$ cat src/rtl/pong_graphics.sv
// Pong game-state and pixel-colour generator: paddles, ball, scores and FSM update once per frame.
// Optional build macro PONG_ROUND_BALL_EN draws the ball through an 8x8 round ROM mask.
module pong_graphics (
  input  logic        clk,
  input  logic        reset_n,
  input  logic [9:0]  pixel_x,
  input  logic [9:0]  pixel_y,
  input  logic        video_on,
  input  logic        l_up,
  input  logic        l_dn,
  input  logic        r_up,
  input  logic        r_dn,
  input  logic        serve,
  output logic [11:0] rgb,
  output logic [3:0]  score_l,
  output logic [3:0]  score_r,
  output logic        game_over
);

  typedef enum logic [1:0] {S_SERVE, S_PLAY, S_PAUSE, S_OVER} state_t;

  localparam logic [9:0] BALL_X0 = 10'd316;
  localparam logic [9:0] BALL_Y0 = 10'd236;
  localparam logic [9:0] PAD_Y0  = 10'd204;
  localparam logic [9:0] PAD_MIN = 10'd8;
  localparam logic [9:0] PAD_MAX = 10'd400;

  state_t      state_q, state_d;
  logic [9:0]  lp_y_q, lp_y_d, rp_y_q, rp_y_d;
  logic [9:0]  bx_q, bx_d, by_q, by_d;
  logic        dx_neg_q, dx_neg_d, dy_neg_q, dy_neg_d, srv_neg_q, srv_neg_d;
  logic [5:0]  pcnt_q, pcnt_d;
  logic [3:0]  score_l_q, score_l_d, score_r_q, score_r_d;
  logic        match_q, match_d;
  logic [11:0] rgb_q, rgb_d;

  logic        frame_tick, ball_vis;
  logic        miss_l, miss_r, miss, hit_l, hit_r, win, dx_new, dy_new;
  logic [9:0]  bx7, by7;
  logic [3:0]  score_inc;

  function automatic logic [9:0] pad_next(input logic [9:0] y, input logic up, input logic dn);
    logic [9:0] r;
    r = y;
    if (up && !dn)      r = (y <= PAD_MIN + 10'd4) ? PAD_MIN : y - 10'd4;
    else if (dn && !up) r = (y >= PAD_MAX - 10'd4) ? PAD_MAX : y + 10'd4;
    return r;
  endfunction

  // pixel_x==0 is held for 4 clk, so only the first matching clk ticks
  assign match_d    = (pixel_y == 10'd481) && (pixel_x == 10'd0);
  assign frame_tick = match_d && !match_q;

  assign bx7    = bx_q + 10'd7;
  assign by7    = by_q + 10'd7;
  assign miss_l = dx_neg_q && (bx_q <= 10'd3);
  assign miss_r = !dx_neg_q && (bx7 >= 10'd636);
  assign miss   = miss_l || miss_r;
  assign hit_l  = dx_neg_q && (bx_q >= 10'd32) && (bx_q <= 10'd35) &&
                  (by7 >= lp_y_q) && (by_q <= lp_y_q + 10'd71);
  assign hit_r  = !dx_neg_q && (bx7 >= 10'd600) && (bx7 <= 10'd603) &&
                  (by7 >= rp_y_q) && (by_q <= rp_y_q + 10'd71);
  assign dy_new = (by_q <= 10'd8) ? 1'b0 : (by7 >= 10'd471) ? 1'b1 : dy_neg_q;
  assign dx_new = hit_l ? 1'b0 : hit_r ? 1'b1 : dx_neg_q;
  assign score_inc = miss_l ? score_r_q + 4'd1 : score_l_q + 4'd1;
  assign win       = (score_inc == 4'd9);

  always_ff @(posedge clk or negedge reset_n) begin
    if (!reset_n) begin
      state_q   <= S_SERVE;
      lp_y_q    <= PAD_Y0;
      rp_y_q    <= PAD_Y0;
      bx_q      <= BALL_X0;
      by_q      <= BALL_Y0;
      dx_neg_q  <= 1'b0;
      dy_neg_q  <= 1'b0;
      srv_neg_q <= 1'b0;
      pcnt_q    <= 6'd0;
      score_l_q <= 4'd0;
      score_r_q <= 4'd0;
      match_q   <= 1'b0;
      rgb_q     <= 12'h000;
    end else begin
      state_q   <= state_d;
      lp_y_q    <= lp_y_d;
      rp_y_q    <= rp_y_d;
      bx_q      <= bx_d;
      by_q      <= by_d;
      dx_neg_q  <= dx_neg_d;
      dy_neg_q  <= dy_neg_d;
      srv_neg_q <= srv_neg_d;
      pcnt_q    <= pcnt_d;
      score_l_q <= score_l_d;
      score_r_q <= score_r_d;
      match_q   <= match_d;
      rgb_q     <= rgb_d;
    end
  end

  always_comb begin
    state_d = state_q;
    if (frame_tick) begin
      case (state_q)
        S_SERVE: if (serve) state_d = S_PLAY;
        S_PLAY:  if (miss) state_d = win ? S_OVER : S_PAUSE;
        S_PAUSE: if (pcnt_q == 6'd59) state_d = S_SERVE;
        S_OVER:  if (serve) state_d = S_SERVE;
        default: state_d = S_SERVE;
      endcase
    end
  end

  always_comb begin
    game_over = (state_q == S_OVER);
    ball_vis  = (state_q == S_SERVE) || (state_q == S_PLAY);
  end

  always_comb begin
    lp_y_d    = lp_y_q;
    rp_y_d    = rp_y_q;
    bx_d      = bx_q;
    by_d      = by_q;
    dx_neg_d  = dx_neg_q;
    dy_neg_d  = dy_neg_q;
    srv_neg_d = srv_neg_q;
    pcnt_d    = pcnt_q;
    score_l_d = score_l_q;
    score_r_d = score_r_q;
    if (frame_tick) begin
      case (state_q)
        S_SERVE: begin
          lp_y_d = pad_next(lp_y_q, l_up, l_dn);
          rp_y_d = pad_next(rp_y_q, r_up, r_dn);
          bx_d   = BALL_X0;
          by_d   = BALL_Y0;
          if (serve) begin
            dx_neg_d = srv_neg_q;
            dy_neg_d = 1'b0;
          end
        end
        S_PLAY: begin
          lp_y_d = pad_next(lp_y_q, l_up, l_dn);
          rp_y_d = pad_next(rp_y_q, r_up, r_dn);
          if (miss) begin
            // the side that missed serves next, toward itself
            if (miss_l) score_r_d = score_inc;
            else        score_l_d = score_inc;
            srv_neg_d = miss_l;
            bx_d      = BALL_X0;
            by_d      = BALL_Y0;
            pcnt_d    = 6'd0;
          end else begin
            dx_neg_d = dx_new;
            dy_neg_d = dy_new;
            bx_d     = dx_new ? bx_q - 10'd2 : bx_q + 10'd2;
            by_d     = dy_new ? by_q - 10'd2 : by_q + 10'd2;
          end
        end
        S_PAUSE: pcnt_d = pcnt_q + 6'd1;
        S_OVER: begin
          if (serve) begin
            score_l_d = 4'd0;
            score_r_d = 4'd0;
            lp_y_d    = PAD_Y0;
            rp_y_d    = PAD_Y0;
            srv_neg_d = 1'b0;
          end
        end
        default: ;
      endcase
    end
  end

  logic in_ball, ball_px, lpad_px, rpad_px, wall_px;

  assign in_ball = ball_vis && (pixel_x >= bx_q) && (pixel_x <= bx7) &&
                   (pixel_y >= by_q) && (pixel_y <= by7);

`ifdef PONG_ROUND_BALL_EN
  function automatic logic [7:0] ball_row(input logic [2:0] r);
    case (r)
      3'd0, 3'd7: ball_row = 8'h3C;
      3'd1, 3'd6: ball_row = 8'h7E;
      default:    ball_row = 8'hFF;
    endcase
  endfunction

  logic [2:0] ball_col, ball_rw;
  logic [7:0] ball_bits;
  assign ball_col  = pixel_x[2:0] - bx_q[2:0];
  assign ball_rw   = pixel_y[2:0] - by_q[2:0];
  assign ball_bits = ball_row(ball_rw);
  assign ball_px   = in_ball && ball_bits[3'd7 - ball_col];
`else
  assign ball_px = in_ball;
`endif

  assign lpad_px = (pixel_x >= 10'd32) && (pixel_x <= 10'd35) &&
                   (pixel_y >= lp_y_q) && (pixel_y <= lp_y_q + 10'd71);
  assign rpad_px = (pixel_x >= 10'd600) && (pixel_x <= 10'd603) &&
                   (pixel_y >= rp_y_q) && (pixel_y <= rp_y_q + 10'd71);
  assign wall_px = (pixel_y <= 10'd7) || ((pixel_y >= 10'd472) && (pixel_y <= 10'd479));

  always_comb begin
    rgb_d = 12'h000;
    if (video_on) begin
      if (ball_px)      rgb_d = 12'hF00;
      else if (lpad_px) rgb_d = 12'h0F0;
      else if (rpad_px) rgb_d = 12'h00F;
      else if (wall_px) rgb_d = 12'hFFF;
    end
  end

  assign rgb     = rgb_q;
  assign score_l = score_l_q;
  assign score_r = score_r_q;

endmodule

$ cat config.mk
export PLATFORM = sky130hd
export DESIGN_NAME = pong_graphics
export DESIGN_NICKNAME = d
export VERILOG_FILES = /design/src/rtl/pong_graphics.sv
export SDC_FILE = /design/constraint.sdc
export NUM_CORES = 1
export LEC_CHECK = 0
export BUFFER_PORTS_ARGS = -buffer_cell sky130_fd_sc_hd__buf_2
export CORE_MARGIN = 2
export CORE_UTILIZATION = 40
export DETAILED_ROUTE_END_ITERATION = 10
export PLACE_DENSITY_LB_ADDON = 0.2
export SYNTH_ARGS = -nofsm -noshare
export SYNTH_HDL_FRONTEND = slang
export SYNTH_SLANG_ARGS = --single-unit
$ cat constraint.sdc
create_clock -name clk -period 5.8 [get_ports clk]
set_input_delay 1.16 -clock clk [delete_from_list [all_inputs] [get_ports clk]]
set_output_delay 1.16 -clock clk [all_outputs]
set_load 0.01 [all_outputs]
After elaboration in Yosys (flattened, before gate mapping). Cells that the tools add are included.

Add/subtract/negate cells: 15. Multiply operators: 0. Divide/modulo/power cells: 0. $lt $le $gt $ge: 31. Equality and inequality tests: 15. Shifts and indexed selects: 0. Multiplexer cells: 50. Bitwise logic cells: 0. Reduce and logical (&&, ||, !) cells: 52.

Operator list (count): $mux W10 (13); $pmux W10 S2 (4); $ge A10 B10 Y1 (6); $le A10 B10 Y1 (6); $mux W12 (5); $add A10 B3 Y10 const B (4); $ge A10 B9 Y1 const B (4); $ge A10 B10 Y1 const B (3); $le A10 B4 Y1 const B (3); $logic_and A1 B1 Y1 (27); $mux W4 (6); $add A10 B2 Y10 const B (2); $add A10 B7 Y10 const B (2); $ge A10 B6 Y1 const B (2); $le A10 B10 Y1 const B (2); $le A10 B6 Y1 const B (2); $sub A10 B2 Y10 const B (2); $sub A10 B3 Y10 const B (2); $pmux W4 S2 (2); $reduce_and A4 Y1 (4); $reduce_and A5 Y1 (3); $ne A2 B2 Y1 const B (7); $pmux W6 S2 (1); $eq A10 B9 Y1 const B (1); other kinds (23) (50).

Bits in registers: 72. Latch bits: 0. Bits in writable memories: 0. ROM bits: 0. Word-level logic and storage cells: 176. Memories: 0.

Depth between registers and ports, before layout. Gate-level depths: netlist of run 1.

Depth after elaboration: 11. Gate-level depth with buffers: 22. Depth with buffers taken out: 22.

Worst setup path after synthesis of run 1. Ideal clock, no wire load.

Path kind: reg2reg. Start point: register lp_y_q[2]. End point: register bx_q[9]. Arrival: 4.499 ns. Path slack: 1.206 ns. Cell stages (with the launch flop): 22. Buffers on the path: 1. Period minus slack after synthesis: 4.594 ns. Cell sequence: dfstp_2 > clkbuf_1 > inv_1 > nor4_1 > nor2_1 > nor2_1 > xnor2_1 > ha_1 > inv_1 > o22ai_1 > or4_1 > a221oi_2 > o21ba_2 > ha_1 > nor2b_1 > o21ai_0 > a21oi_1 > o21a_1 > nor2b_1 > a211oi_1 > a22oi_1 > o31ai_1.

Longest elaborated chain between the ends: 7. Elaborated cells on any way between the ends: 9.

Ends and longest elaborated chain: from (decl) (RTL line 29) `logic [9:0] lp_y_q, lp_y_d, rp_y_q, rp_y_d;`; from (signal assigned) (RTL line 85) `lp_y_q <= lp_y_d;`; $add A10 B7 Y10 / $ge A10 B10 Y1 (equally long branches) (RTL line 60) `(by7 >= lp_y_q) && (by_q <= lp_y_q + 10'd71);`; $le A10 B10 Y1 / $logic_and A1 B1 Y1 (equally long branches) (RTL line 60, 59); $logic_and A1 B1 Y1 * (RTL line 60); $mux W1 * (RTL line 64) `assign dx_new = hit_l ? 1'b0 : hit_r ? 1'b1 : dx_neg_q;`; $mux W10 * (RTL line 155) `bx_d = dx_new ? bx_q - 10'd2 : bx_q + 10'd2;`; $mux W10 * (RTL line 144) `if (miss) begin`; $pmux W10 S2 * (RTL line 130) `case (state_q)`; to (signal assigned) (RTL line 73) `bx_q <= BALL_X0;`; to (signal assigned) (RTL line 87) `bx_q <= bx_d;`; to (decl) (RTL line 30) `logic [9:0] bx_q, bx_d, by_q, by_d;`.

Every way passes the cells marked *; elsewhere a longest branch is shown, timed or not. A chain may end at the register's enable or synchronous reset.

Worst setup path in the final report of run 1.
Start point: register by_q[2]. End point: register bx_q[9].

Longest elaborated chain between the ends: 9. Elaborated cells on any way between the ends: 14.

Ends and longest elaborated chain: from (decl) (RTL line 30); from (signal assigned) (RTL line 88) `by_q <= by_d;`; $add A10 B3 Y10 (RTL line 55) `assign by7 = by_q + 10'd7;`; $ge A10 B10 Y1 (RTL line 62) `(by7 >= rp_y_q) && (by_q <= rp_y_q + 10'd71);`; $logic_and A1 B1 Y1 (RTL line 61) `assign hit_r = !dx_neg_q && (bx7 >= 10'd600) && (bx7 <= 10'd603) &&`; $logic_and A1 B1 Y1 (RTL line 62); $mux W1 (RTL line 64); $mux W1 * (RTL line 64); $mux W10 * (RTL line 155); $mux W10 * (RTL line 144); $pmux W10 S2 * (RTL line 130).

Marks and branches as above.

==> metrics.log, run 1 <==
INFO  metric post_cts_setup_buffer_count = 0
INFO  metric insertedDiodeCount = 0
INFO  metric nets = between 1000 and 1500
INFO  metric clk_root_buffer_cell = clkbuf_16
INFO  metric cts-root-to-sink-buffers = 2
INFO  metric final-max-slew-violation-count = 0
INFO  metric ys_seq_area_share = 21.0%
INFO  metric first_pass_grt_wire_length = roughly 33000 microns
INFO  metric synthAdderAreaFrac = between 20 and 25%
INFO  metric post_layout_nonfiller_instances = about 1100
INFO  metric setup_tns = 0 ps
INFO  metric worst-r2r-cell-count = 19
INFO  metric cts.sinks = between 50 and 60
INFO  metric start_util = around two fifths
INFO  metric path_class = reg -> reg
INFO  metric ys_types = 80
INFO  metric row_count = 48
INFO  metric drt_wl_total = between 20000 and 25000 microns
INFO  metric detailroute.via_count = ~6300
INFO  metric drc = 0
INFO  metric post_synthesis_register_bit_count = 57
INFO  metric route.detailed.vias_per_inst = 5.75
INFO  metric cts_tree = yes
INFO  metric share_of_flip_flops_with_an_asynchronous_set_or_reset = 100%
INFO  metric design_area = between 0.007 and 0.008 sq mm
INFO  metric postPlaceCellArea = roughly 0.0073 sq mm
INFO  metric synth_largest_type_area_fraction = between 20% and 30%
INFO  metric synth-warning-count = 0
INFO  metric fin_worst_hold_slack = ~500 ps
INFO  metric dp_cells = around 1100
INFO  metric cts-buffers-inserted = 9
INFO  metric clkTransAtPathRegs = ~60 ps
INFO  metric cts_hold_buffers = 0
INFO  metric synth_top_area_cell = ha_1
INFO  metric worstSetupStartpoint = by_q[2]$_DFFE_PN1P_
INFO  metric grt_start_max_net_pins = between 50 and 60
INFO  metric critical_path_arrival = 5300 ps
INFO  metric synth_top_family_by_area = compound AO/OA/AOI/OAI gates
INFO  metric area_growth = 9.97%
INFO  metric rsz0062_at_grt = no
INFO  metric critPathCapture = bx_q[9]$_DFFE_PN0P_
INFO  metric worst-path-max-fanout = 9
INFO  metric synth.avg_cell_area = 8.31 sq um
INFO  metric worst_ir_drop_vdd = around 0.13 mV
INFO  metric cp-end-kind = register
INFO  metric reg2reg_from = by_q[2]$_DFFE_PN1P_
INFO  metric hold_path_class = reg -> reg
INFO  metric ys_top_cells_by_area = ha_1 (23%), dfrtp_1 (14%), dfstp_2 (6.8%), o21ai_0 (5.0%), xnor2_1 (4.4%)
INFO  metric detail_route.wl_per_cell = approximately 18 microns
INFO  metric number_of_antenna_violations_at_the_first_check_in_global_routing = 0
INFO  metric max-slew-margin-rel = around 42%
INFO  metric setup_violations = 0
INFO  metric post-synth-top-count-cell = ha_1
INFO  metric regToRegSetupSlack = around 720 ps
INFO  metric synth_xor_xnor_area_share = under 10%
INFO  metric start_kind = register
INFO  metric ios = 49
INFO  metric fin_skew = approximately 8.5 ps
INFO  metric h-tree-depth = 3
INFO  metric powerDensity = between 100 and 150 mW/mm^2
INFO  metric grt_usage = between 20% and 30%
INFO  metric global_route.overflow_total = 0
INFO  metric synth_top_flop_cell = dfrtp_1
INFO  metric synth_common_cells = ha_1 (125), o21ai_0 (69), inv_1 (65), nor2_1 (55), a21oi_1 (53)
INFO  metric initialDrtViolationCount = 420
INFO  metric chipWidth = 135 microns
INFO  metric final_min_period_over_clock_period = between 80 and 90%
INFO  metric design.die.area = between 0.015 and 0.02 sq mm
INFO  metric dp.final_hpwl = approximately 15000 microns
INFO  metric ant_nets = 0
INFO  metric finalHoldViolations = 0
INFO  metric postSynthNetCount = roughly 990
INFO  metric synthesis.instances = 832
INFO  metric worst-endpoint-required = about 6000 ps
INFO  metric synthMuxAreaShare = 1.85%
INFO  metric total_leakage_power = roughly 0.0036 uW
INFO  metric firstDrtPassIters = 5
INFO  metric final_layout_size_suffix_gt1_share = between 10% and 20%
INFO  metric place.gp.congestion = just under 0.9
INFO  metric slew_at_the_pin_closest_to_its_max_slew_limit = between 800 and 900 ps
INFO  metric synth-compound-area-share = a little under a quarter
INFO  metric cts-resized-gates = 0
INFO  metric clock_latency = about 350 ps
INFO  metric end_of_the_worst_register_to_register_path = bx_q[9]$_DFFE_PN0P_
INFO  metric fin_crit_period = ~5000 ps
INFO  metric coreArea = between 0.015 and 0.02 sq mm
INFO  metric status = finished clean
INFO  metric synth_area = between 0.006 and 0.007 sq mm
INFO  metric fmax = roughly 0.20 GHz
INFO  metric max-cap-violations = 0
INFO  metric count_of_flip_flops_with_a_built_in_enable_after_synthesis = 0
INFO  metric die_y = ~140 microns
INFO  metric number_of_global_route_vias_before_repair = about 6000
INFO  metric synthSimpleGateAreaFrac = between 10% and 20%
INFO  metric placement.io_buffers = 48
==> final cells by class <==
type | instances | area (sq um)
Multi-Input combinational cell | 675 | 5050
Timing Repair Buffer | 52 | 270
Fill cell | 1763 | 9510
Clock buffer | 9 | 225
Sequential cell | 57 | 1450
Clock inverter | 7 | 58.8
Inverter | 70 | 263
Tap cell | 225 | 282
==> layer usage <==
| metal | part of all wire (%) | track usage, % | vias to the layer above |
|---|---|---|---|
| li1 | - | - | 3143 |
| met4 | 1.4 | 5.67 | 0 |
| met2 | 47 | 38.6 | 168 |
| met3 | 4.2 | 3.03 | 20 |
| met5 | 0 | 0 | - |
| met1 | 47 | 31.2 | 2968 |
==> cell families after synthesis <==
group                    after synthesis
buffers and inverters                100
XOR/XNOR                              43
AND/OR/NAND/NOR                      242
multiplexers                          12
flip-flops                            57
adder cells (fa/ha/maj)              127
AO/OA/AOI/OAI                        251
==> placed cells by master (no fill, tap or decap), types with 6 or more instances in the layout <==
cell type	netlist	routed
a2111oi_0	7	7
a21o_1	18	18
a21oi_1	53	53
a22oi_1	7	7
and2_1	7	7
and3_1	8	8
buf_2	2	48
clkbuf_16	0	9
dfrtp_1	39	39
dfstp_2	18	18
ha_1	125	125
inv_1	65	65
mux2i_1	6	6
nand2_1	46	46
nand2b_1	8	8
nand3_1	22	22
nand4_1	15	15
nor2_1	55	55
nor2b_1	12	12
nor3_1	20	20
nor4_1	13	12
o21a_1	18	18
o21ai_0	69	69
o22ai_1	12	12
or3_1	8	8
xnor2_1	35	35
xor2_1	6	6
==> worst min path at each step <==
| stage | slack, ps | start | to | depth (start not counted) |
|---|---|---|---|---|
| 2_1_floorplan | 460 | srv_neg_q$_DFFE_PN0P_ | srv_neg_q$_DFFE_PN0P_ | 2 |
| 3_3_place_gp | 500 | score_l[0]$_DFFE_PN0P_ | score_l[0]$_DFFE_PN0P_ | 1 |
| 3_5_place_dp | 500 | srv_neg_q$_DFFE_PN0P_ | srv_neg_q$_DFFE_PN0P_ | 2 |
| 4_1_cts | 510 | srv_neg_q$_DFFE_PN0P_ | srv_neg_q$_DFFE_PN0P_ | 2 |
| 5_1_grt | 560 | srv_neg_q$_DFFE_PN0P_ | srv_neg_q$_DFFE_PN0P_ | 2 |
| 6_report | 510 | srv_neg_q$_DFFE_PN0P_ | srv_neg_q$_DFFE_PN0P_ | 2 |
==> worst max-delay path: stages, from the launching register on <==
cell and delay, ps:
dfstp_2 590, inv_1 120, ha_1 270, nor3_1 290, xnor2_1 260, inv_1 140, ha_1 310, a2111oi_0 550
a21boi_0 220, and3_1 240, o21ba_2 280, ha_1 330, nor2b_1 140, o21ai_0 190, a21oi_1 150, o21a_1 230
a311oi_1 300, a211oi_1 100, a22oi_1 150, o31ai_1 100
==> metrics by stage <==
step | total power, uW | util, % | setup slack [ps]
2_1_floorplan | 459 | - | 1210
3_3_place_gp | 507 | 42.8 | 897
3_5_place_dp | 507 | 42.8 | 822
4_1_cts | 1040 | 44.4 | 715
5_1_grt | 1070 | 44.4 | 302
6_report | 1030 | 44.4 | 724
==> power by group <==
part           switching (uW)  internal [uW]  leakage (uW)
combinational            63.4           38.0       0.00277
clock                     230            297      0.000134
sequential              0.335            399      0.000681
==> state kept, by name, summed over array words and instances (netlist names) <==
| name | cells |
|---|---|
| pcnt_q | 6 |
| state_q | 2 |
| dy_neg_q | 1 |
| rp_y_q | 8 |
| match_q | 1 |
| by_q | 9 |
| bx_q | 9 |
| rgb | 3 |
| score_l | 4 |
| dx_neg_q | 1 |
| lp_y_q | 8 |
| srv_neg_q | 1 |
| score_r | 4 |
(Power assumes the default switching activity.)
==> inputs of run 2 (changes only) <==
==> config.mk (replaced) <==
export PLATFORM = sky130hd
export DESIGN_NAME = pong_graphics
export DESIGN_NICKNAME = d
export VERILOG_FILES = /design/src/rtl/pong_graphics.sv
export SDC_FILE = /design/constraint.sdc
export NUM_CORES = 1
export LEC_CHECK = 0
export CORE_MARGIN = 10
export CORE_UTILIZATION = 40
export DETAILED_ROUTE_END_ITERATION = 10
export DONT_BUFFER_PORTS = 1
export PLACE_DENSITY_LB_ADDON = 0.2
export SLEW_MARGIN = 5
export SYNTH_ARGS = -nofsm -noshare
export SYNTH_HDL_FRONTEND = slang
export SYNTH_SLANG_ARGS = --single-unit
==> run 2 against run 1 <==
Compared with the run above: critical path type unchanged; largest cell class unchanged; non-clock buffer count is 49 lower; highest routed layer unchanged; routed wire length up 1.2%; critical endpoint unchanged; final cell count down 4.5%; largest power group unchanged.
==> metrics.log, run 2 (synthesized netlist as in run 1, its figures left out) <==
INFO  metric finalHoldViolations = 0
INFO  metric area_growth = 7.02%
INFO  metric number_of_antenna_violations_at_the_first_check_in_global_routing = 0
INFO  metric layout_common_cells = ha_1 (125), o21ai_0 (69), inv_1 (65)
INFO  metric hold_path_class = in -> async
INFO  metric worst_path_max_delay_cell = dfstp_2
INFO  metric h-tree-depth = 3
INFO  metric total_leakage_power = 0.00339 uW
INFO  metric rsz0062_at_grt = no
INFO  metric die_y = ~150 microns
INFO  metric clkTransAtPathRegs = around 60 ps
INFO  metric slew_at_the_pin_closest_to_its_max_slew_limit = 879 ps
INFO  metric powerDensity = 144 mW/mm^2
INFO  metric final_common_cell = ha_1
INFO  metric final-max-slew-violation-count = 0
INFO  metric drc = 0
INFO  metric wl_met1 = ~9300 microns
INFO  metric clk_root_buffer_cell = clkbuf_16
INFO  metric insertedDiodeCount = 0
INFO  metric dr_wl_met3 = 1230 microns
INFO  metric post_cts_setup_buffer_count = 0
INFO  metric design_area = ~0.0074 sq mm
INFO  metric max-cap-violations = 0
INFO  metric initialDrtViolationCount = roughly 490
INFO  metric detailroute.via_count = 6149
INFO  metric final_min_period_over_clock_period = 87.5%
INFO  metric clock_latency = between 300 and 400 ps
INFO  metric grt_usage = between 10% and 20%
INFO  metric grt_start_max_net_pins = 58
INFO  metric fin_crit_period = roughly 5000 ps
INFO  metric cpPeakStageDelay = 600 ps
INFO  metric ant_nets = 0
INFO  metric cts_hold_buffers = 0
INFO  metric nets = approximately 970
INFO  metric drt_wl_total = between 20000 and 25000 microns
INFO  metric design.die.area = ~0.023 sq mm
INFO  metric worstSetupStartpoint = by_q[2]$_DFFE_PN1P_
INFO  metric cts-resized-gates = 0
INFO  metric worst-path-max-fanout = 9
INFO  metric critical_path_arrival = between 5000 and 6000 ps
INFO  metric max-slew-margin-rel = 41.0%
INFO  metric detail_route.wl_per_cell = between 15 and 20 microns
INFO  metric start_util = just over 40%
INFO  metric ios = a little under 50
INFO  metric first_pass_grt_wire_length = between 30000 and 40000 microns
INFO  metric coreArea = around 0.017 sq mm
INFO  metric fmax = ~0.2 GHz
INFO  metric cts-root-to-sink-buffers = 2
INFO  metric path_class = reg -> reg
INFO  metric cts.sinks = 57
INFO  metric final_layout_size_suffix_gt1_share = roughly 7.6%
INFO  metric worst_ir_drop_vdd = approximately 0.12 mV
INFO  metric dp.final_hpwl = between 15000 and 20000 microns
INFO  metric reg2reg_from = by_q[2]$_DFFE_PN1P_
INFO  metric setup_violations = 0
INFO  metric global_route.overflow_total = 0
INFO  metric cp-end-kind = register
INFO  metric met2RoutedLength = approximately 9600 microns
INFO  metric fin_skew = 8.92 ps
INFO  metric top_layer_used = met4
INFO  metric route.detailed.vias_per_inst = about 5.9
INFO  metric place.gp.congestion = approximately 0.90
INFO  metric row_count = 48
INFO  metric worst-endpoint-required = a little over 6000 ps
INFO  metric chipWidth = around 150 microns
INFO  metric number_of_global_route_vias_before_repair = 5883
INFO  metric postPlaceCellArea = roughly 0.0071 sq mm
INFO  metric firstDrtPassIters = 5
INFO  metric status = finished clean
INFO  metric reg_top3 = bx_q x9, by_q x9
INFO  metric cp_cell_sequence = inv_1 -> ha_1 -> nor4_1 -> xnor2_1 -> ha_1 -> o21ai_0 -> nand2b_1 -> nand4b_1 -> a2111oi_0 -> and3_1 -> o21ba_2 -> inv_1 -> fa_1 -> nor2b_1 -> o21ai_0 -> a21oi_1 -> o21a_1 -> mux2i_1 -> a211oi_1 -> a22oi_1 -> o31ai_1
INFO  metric cts-buffers-inserted = 9
INFO  metric cts_tree = yes
INFO  metric start_kind = register
INFO  metric setup_tns = 0 ps
INFO  metric placement.io_buffers = 0
## run 2: area by class of cell
class                           count  area, sq um
Sequential cell                    57         1450
Inverter                           70          263
Timing Repair Buffer                3         22.5
Tap cell                          225          282
Multi-Input combinational cell    675         5050
Fill cell                        1742         9720
Clock buffer                        9          225
Clock inverter                      7          103
## run 2: worst max-delay path: cells and delay by family (launching register included)
| kind | cells | cell delay [ps] |
|---|---|---|
| multiplexers | 1 | 90 |
| AND/OR/NAND/NOR | 5 | 930 |
| AO/OA/AOI/OAI | 9 | 1990 |
| XOR/XNOR | 1 | 200 |
| flip-flops | 1 | 600 |
| buffers and inverters | 2 | 220 |
| adder cells (fa/ha/maj) | 3 | 970 |
## run 2: power breakdown
group	internal, uW	switching [uW]
combinational	30.4	33.4
clock	380	222
sequential	399	1.52
total	810	257
## run 2: final timing paths
check / slack (ps) / cells past startpoint / to
worst max register to register: 720 / 21 / bx_q[9]$_DFFE_PN0P_
max in group asynchronous: 5080 / 0 / bx_q[5]$_DFFE_PN1P_
min in group clk: 520 / 2 / srv_neg_q$_DFFE_PN0P_
worst max-delay path: 720 / 21 / bx_q[9]$_DFFE_PN0P_
worst min-delay path: 510 / 0 / by_q[9]$_DFFE_PN0P_
worst min register to register: 520 / 2 / srv_neg_q$_DFFE_PN0P_
## run 2: per-layer routing
metal | vias to the layer above | track usage (%)
met3 | 21 | 3.21
met1 | 2911 | 23.3
met2 | 177 | 29.5
met4 | 0 | 4.67
li1 | 3040 | -
met5 | - | 0
## run 2: through the flow
| stage | worst slack [ps] | cells | total power [uW] | hold slack, ps | utilization (%) |
|---|---|---|---|---|---|
| 2_1_floorplan | 1210 | 832 | 459 | 465 | - |
| 3_3_place_gp | 882 | 1030 | 470 | 505 | 41.3 |
| 3_5_place_dp | 838 | 1030 | 469 | 505 | 41.3 |
| 4_1_cts | 792 | 1046 | 1080 | 498 | 43.2 |
| 5_1_grt | 167 | 1046 | 1110 | 495 | 43.2 |
| 6_report | 724 | 1046 | 1070 | 507 | 43.2 |
